### config.mk
export PLATFORM = sky130hd
export DESIGN_NAME = draw_datapath
export DESIGN_NICKNAME = d
export VERILOG_FILES = /design/src/rtl/zelda_pkg.sv /design/src/rtl/frame_timer.sv /design/src/rtl/draw_datapath.sv
export SDC_FILE = /design/constraint.sdc
export NUM_CORES = 1
export LEC_CHECK = 0
export BUFFER_PORTS_ARGS = -buffer_cell sky130_fd_sc_hd__clkbuf_2
export CORE_ASPECT_RATIO = 0.8
export CORE_MARGIN = 4
export CORE_UTILIZATION = 41
export DETAILED_ROUTE_END_ITERATION = 12
export PLACE_DENSITY = 0.68
export SLEW_MARGIN = 20
export SYNTH_ARGS = -nofsm -noshare
export SYNTH_HDL_FRONTEND = slang
export SYNTH_SLANG_ARGS = --single-unit
### constraint.sdc
create_clock -name clock -period 3.62 [get_ports clock]
set_clock_uncertainty 0.1 [all_clocks]
set_input_delay 0.905 -clock clock [delete_from_list [all_inputs] [get_ports clock]]
set_output_delay 0.905 -clock clock [all_outputs]
set_load 0.005 [all_outputs]
### src/rtl/zelda_pkg.sv
// rtl/zelda_pkg.sv - shared screen geometry, ROM layout and draw state types
// Contents: SCREEN_W/SCREEN_H map size, SPRITE edge length, LINK_BASE/ENEMY_BASE
// graphics ROM offsets, TRANSPARENT sprite colour key, draw_state_t FSM states,
// draw_job_t record of which request is being serviced.
package zelda_pkg;

  localparam int          SCREEN_W    = 320;
  localparam int          SCREEN_H    = 240;
  localparam int          SPRITE      = 16;
  localparam logic [16:0] LINK_BASE   = 17'd76800;
  localparam logic [16:0] ENEMY_BASE  = 17'd77056;
  localparam logic [8:0]  TRANSPARENT = 9'h1FF;

  typedef enum logic [2:0] {
    S_WAIT,
    S_IDLE_CNT,
    S_MAP,
    S_LINK,
    S_ENEMY,
    S_DRAIN,
    S_DONE
  } draw_state_t;

  typedef enum logic [1:0] {
    JOB_MAP,
    JOB_LINK,
    JOB_ENEMY
  } draw_job_t;

endpackage

### src/rtl/frame_timer.sv
// rtl/frame_timer.sv - idle frame counter producing one tick per frame period
// Ports: clock, reset (async, active-high); enable counts one cycle per clock;
// clear zeroes the count; tick pulses in the last counted cycle.
module frame_timer #(
  parameter int TICKS = 833333
) (
  input  logic clock,
  input  logic reset,
  input  logic enable,
  input  logic clear,
  output logic tick
);

  localparam int          CW     = $clog2(TICKS + 1);
  // The cycle in which the request is sampled and the S_DONE cycle both belong
  // to the frame, so the tick fires two counts early.
  localparam int          LAST_I = (TICKS > 2) ? TICKS - 2 : 0;
  localparam logic [CW-1:0] LAST = CW'(LAST_I);

  logic [CW-1:0] count;

  assign tick = enable && (count == LAST);

  always_ff @(posedge clock or posedge reset) begin
    if (reset) begin
      count <= '0;
    end else if (clear || tick) begin
      count <= '0;
    end else if (enable) begin
      count <= count + 1'b1;
    end
  end

endmodule

### src/rtl/draw_datapath.sv
// rtl/draw_datapath.sv - map/sprite blitter from graphics ROM to VGA adapter
// Ports: clock, reset (async, active-high); idle/draw_map/draw_link/draw_enemies
// requests; link_x/link_y, enemy_x/enemy_y sprite origins; rom_addr/rom_data
// synchronous ROM port; vga_x/vga_y/vga_colour/vga_plot pixel writes;
// idle_done/draw_map_done/draw_link_done/draw_enemies_done one-cycle pulses.
// Build option: TRANSPARENCY_EN suppresses sprite pixels keyed TRANSPARENT.
module draw_datapath #(
  parameter int SCREEN_W    = zelda_pkg::SCREEN_W,
  parameter int SCREEN_H    = zelda_pkg::SCREEN_H,
  parameter int SPRITE      = zelda_pkg::SPRITE,
  parameter int FRAME_TICKS = 833333
) (
  input  logic        clock,
  input  logic        reset,
  input  logic        idle,
  input  logic        draw_map,
  input  logic        draw_link,
  input  logic        draw_enemies,
  input  logic [8:0]  link_x,
  input  logic [7:0]  link_y,
  input  logic [8:0]  enemy_x,
  input  logic [7:0]  enemy_y,
  output logic [16:0] rom_addr,
  input  logic [8:0]  rom_data,
  output logic [8:0]  vga_x,
  output logic [7:0]  vga_y,
  output logic [8:0]  vga_colour,
  output logic        vga_plot,
  output logic        idle_done,
  output logic        draw_map_done,
  output logic        draw_link_done,
  output logic        draw_enemies_done
);
  import zelda_pkg::*;

  draw_state_t state;
  draw_job_t   job;
  logic [16:0] addr;
  logic [8:0]  col, col_last;
  logic [7:0]  row, row_last;
  logic [8:0]  org_x;
  logic [7:0]  org_y;
  logic [8:0]  px_x;
  logic [7:0]  px_y;
  logic        px_plot;
  logic [9:0]  scr_x;
  logic [8:0]  scr_y;
  logic        on_screen, scanning, scan_end, hide;
  logic        timer_en, timer_tick;

  assign scanning  = (state == S_MAP) || (state == S_LINK) || (state == S_ENEMY);
  assign scan_end  = (col == col_last) && (row == row_last);
  // Extra sum bit keeps sprites hanging off the right/bottom edge from wrapping.
  assign scr_x     = {1'b0, org_x} + {1'b0, col};
  assign scr_y     = {1'b0, org_y} + {1'b0, row};
  assign on_screen = (scr_x < 10'(SCREEN_W)) && (scr_y < 9'(SCREEN_H));
  assign rom_addr  = scanning ? addr : '0;
  assign timer_en  = (state == S_IDLE_CNT) && idle;

  frame_timer #(.TICKS(FRAME_TICKS)) u_frame_timer (
    .clock  (clock),
    .reset  (reset),
    .enable (timer_en),
    .clear  (!timer_en),
    .tick   (timer_tick)
  );

  // Colour arrives from the ROM in the plot cycle, so the colour key and the
  // colour itself are applied combinationally to the registered plot strobe.
`ifdef TRANSPARENCY_EN
  logic px_sprite;
  always_ff @(posedge clock or posedge reset) begin
    if (reset) px_sprite <= 1'b0;
    else       px_sprite <= (state == S_LINK) || (state == S_ENEMY);
  end
  assign hide = px_sprite && (rom_data == TRANSPARENT);
`else
  assign hide = 1'b0;
`endif

  assign vga_plot   = px_plot && !hide;
  assign vga_colour = vga_plot ? rom_data : '0;
  assign vga_x      = px_x;
  assign vga_y      = px_y;

  always_ff @(posedge clock or posedge reset) begin
    if (reset) begin
      state             <= S_WAIT;
      job               <= JOB_MAP;
      addr              <= '0;
      col               <= '0;
      row               <= '0;
      col_last          <= '0;
      row_last          <= '0;
      org_x             <= '0;
      org_y             <= '0;
      px_x              <= '0;
      px_y              <= '0;
      px_plot           <= 1'b0;
      idle_done         <= 1'b0;
      draw_map_done     <= 1'b0;
      draw_link_done    <= 1'b0;
      draw_enemies_done <= 1'b0;
    end else begin
      px_plot           <= scanning && on_screen;
      px_x              <= scr_x[8:0];
      px_y              <= scr_y[7:0];
      idle_done         <= 1'b0;
      draw_map_done     <= 1'b0;
      draw_link_done    <= 1'b0;
      draw_enemies_done <= 1'b0;

      case (state)
        S_WAIT: begin
          col <= '0;
          row <= '0;
          if (draw_map) begin
            state    <= S_MAP;
            job      <= JOB_MAP;
            addr     <= '0;
            org_x    <= '0;
            org_y    <= '0;
            col_last <= 9'(SCREEN_W - 1);
            row_last <= 8'(SCREEN_H - 1);
          end else if (draw_link) begin
            state    <= S_LINK;
            job      <= JOB_LINK;
            addr     <= LINK_BASE;
            org_x    <= link_x;
            org_y    <= link_y;
            col_last <= 9'(SPRITE - 1);
            row_last <= 8'(SPRITE - 1);
          end else if (draw_enemies) begin
            state    <= S_ENEMY;
            job      <= JOB_ENEMY;
            addr     <= ENEMY_BASE;
            org_x    <= enemy_x;
            org_y    <= enemy_y;
            col_last <= 9'(SPRITE - 1);
            row_last <= 8'(SPRITE - 1);
          end else if (idle) begin
            state <= S_IDLE_CNT;
          end
        end

        S_IDLE_CNT: begin
          if (!idle) begin
            state <= S_WAIT;
          end else if (timer_tick) begin
            state     <= S_DONE;
            idle_done <= 1'b1;
          end
        end

        S_MAP, S_LINK, S_ENEMY: begin
          // Raster order makes the ROM address a plain running count.
          addr <= addr + 17'd1;
          if (col == col_last) begin
            col <= '0;
            row <= row + 8'd1;
          end else begin
            col <= col + 9'd1;
          end
          if (scan_end) state <= S_DRAIN;
        end

        S_DRAIN: begin
          state <= S_DONE;
          case (job)
            JOB_MAP:   draw_map_done     <= 1'b1;
            JOB_LINK:  draw_link_done    <= 1'b1;
            default:   draw_enemies_done <= 1'b1;
          endcase
        end

        default: state <= S_WAIT;
      endcase
    end
  end

endmodule

==> flow_summary.yaml <==
logic_synthesis:
  synthTopCellsByArea: "dfrtp_1, ha_1, xnor2_1, nor2_1, a221o_1"
  syn_area_um2: 5370
  seq_area_frac_synth_pct: 46.6
  avgSynthCellArea_um2: 9.78
  netlist_instances: 549
  synth_edf_count: 0
  ys_warn_count: 0
  synth_ff_type: "dfrtp_1"
  synth_top_area_share_pct: 46.6
  synth_top_area_cell: "dfrtp_1"
  synth_nets: 621
  ys_ff_latch: 100
  synth_cell_types: 58
  async_flop_share_pct: 100
floorplanning:
  die_w_um: 136
  row_count: 37
  initial_utilization_pct: 41.9
  fp.dieH_um: 110
  ios: 97
  coreArea_um2: 12800
  die_area_um2: 15000
timing:
  hold_viol_final: 0
  fin_crit_sh_pct: 78.8
  layout_setup_ws_ns: 0.766
  fin_crit_ns: 2.85
  rsz0062_at_grt: "no"
  setup-violations-final: 0
  final.setup.tns_ns: 0
  slew_viol_final: 0
  max_freq_mhz: 350
  relSlewSlack_pct: 48.5
  tightestPinTransition_ns: 0.761
route:
  drtPass1Iterations: 5
  drt-total-wl_mm: 13.0
  vias: 4461
  drc_errors: 0
  vias_per_cell: 5.41
  drt-initial-drc-count: 241
  ant_nets: 0
  wl_per_cell_um: 15.8
layout:
  nets: 717
  diodes: 0
  most-common-layout-cells: "dfrtp_1, clkbuf_2, nor2_1"
  final_layout_size_suffix_gt1_share_pct: 19.9
  layout_commonest_cell: "dfrtp_1"
  area_growth_pct: 18.4
  stdcell_count: 824
  utilization_pct: 49.6
clock_tree:
  cts_root_buffer: "clkbuf_16"
  postCtsSetupRepairBufs: 0
  htreeDepth: 3
  worstSkewPairLatency_ns: 0.34
  hold_buffers: 0
  cts_buffer_depth: 2
  cts_tree: "built"
  cts_buffers: 9
  clkSinkCount: 100
  cts-resized-gates: 0
  clk_pin_slew_ns: 0.06
global_route:
  grt_util_met3_pct: 4.45
  gr-total-overflow: 0
  busiest_layer: "met2"
  grt_max_degree: 101
  met2_usage_pct: 28.4
  grt_usage_pct: 18.2
  antenna_found_initial: 0
  grtUsageMet1_pct: 26.0
  grt_pass1_wl_mm: 21.9
  grt_pass1_vias: 4441
placement:
  placed_cells: 809
  dp_hpwl_mm: 9.30
  place_ws_ns: 0.955
  portBuffers: 96
  place_congestion: 0.823
min_path:
  min_from: "job[0]"
  min_path_type: "reg -> reg"
critical_path:
  crit_type: "reg -> out"
  worst_ep_arrival_time_ns: 1.85
  cp-start-kind: "flip-flop"
  worst_path_max_delay_cell: "dfrtp_1"
  cp_slowest_stage_delay_ns: 0.63
  regToRegStartpoint: "col[0]"
  end_kind: "primary output"
  crit_family: "flip-flops"
  critPathLaunch: "state[2]"
  critical_path_buf_inv_count: 1
  critPathMaxFanout: 20
  cp_data_required_time_ns: 2.61
  path_cells: "mux2_2 > and2_1 > clkbuf_2"
outcome:
  status: "finished clean"
power_and_ir_drop:
  switchingPower_w: 0.00149
  cellPowerDensity_nw_per_um2: 625
  vdd_drop_max_mv: 0.314
  pwr-share-seq_pct: 40.6
  p_leak_nw: 3.02
  power_frac_comb_pct: 36.9
  p_total_w: 0.00397
  clkPwrFrac_pct: 22.6
  p_int_w: 0.00249
  swShare_pct: 37.4
run:
  cap_violations: 0
## Yosys cell counts (3+ instances only)
library cell and number:
o31ai_1 3, or4_1 6, inv_1 11, nor4b_1 4, dfrtp_1 100, nand2b_1 6
a41oi_1 3, nand4_1 9, o21a_1 5, nor4_1 6, a21oi_1 26, nor3_1 8
clkbuf_1 20, nand3_1 22, o21ai_0 27, o21bai_1 4, nand2_1 40, and3_1 27
xor2_1 19, o211ai_1 3, ha_1 21, and2_1 27, a21o_1 3, xnor2_1 24
a221o_1 17, or2_2 4, a22o_1 5, o21ai_1 4, a211oi_1 3, nor2_1 55
## per-stage QoR
stage / hold WS, ns / cell area, um^2
2_1_floorplan: 0.322 / 5370
6_report: 0.356 / 6360
3_5_place_dp: 0.351 / 6090
3_3_place_gp: 0.341 / 6090
4_1_cts: 0.356 / 6360
5_1_grt: 0.378 / 6360
## sequential cells by signal (all words and copies together), names as in the netlist
register,cells
draw_enemies_done,1
draw_link_done,1
org_y,8
idle_done,1
row_last,2
vga_x,9
addr,17
state,3
vga_plot,1
job,2
vga_y,8
row,8
org_x,9
draw_map_done,1
u_frame_timer.count,20
col,9
## final timing paths
path,to,slack [ns],cells after the start
worst max-delay path,rom_addr[4],0.77,3
worst min-delay path,draw_map_done,0.36,1
worst max register to register,vga_plot,1.05,8
worst min register to register,draw_map_done,0.36,1
max in group asynchronous,row_last[3],2.41,3
min in group asynchronous,u_frame_timer.count[14],0.60,3
## metal layers
metal | part of all wire (%) | routed length, um | vias to the layer above
li1 | - | - | 2169
met2 | 46 | 6000 | 96
met5 | 0 | 0 | -
met3 | 4.5 | 586 | 9
met4 | 0.63 | 82 | 0
met1 | 49 | 6350 | 2187
## power by group through the flow
| stage | Clock (W) | Combinational (W) | Sequential [W] |
|---|---|---|---|
| after global placement | 0 | 0.00142 | 0.00162 |
| after detailed placement | 0 | 0.00146 | 0.00163 |
| final | 0.000897 | 0.00146 | 0.00161 |
| after floorplan | 0 | 0.000995 | 0.00155 |
| after global routing | 0.000958 | 0.00166 | 0.00166 |
| after CTS | 0.000917 | 0.00147 | 0.00161 |
## area by class of cell
cell class / count / area, um^2
Tap cell: 175 / 219
Clock inverter: 2 / 10.0
Fill cell: 1212 / 6470
Inverter: 11 / 45.0
Timing Repair Buffer: 105 / 561
Clock buffer: 13 / 260
Multi-Input combinational cell: 418 / 2760
Sequential cell: 100 / 2500
## kinds of logic (layout without fill, tap and decap cells)
family / Yosys count / in the layout / synth area share, %
mux: 4 / 4 / 0.792
simple gates: 228 / 228 / 22.3
xor+xnor: 43 / 43 / 7.01
compound gates: 120 / 120 / 15.5
buf+inv: 31 / 131 / 2.17
flops: 100 / 100 / 46.6
fa+ha+maj: 23 / 23 / 5.64
No activity file was read; power rests on OpenSTA's default activity.
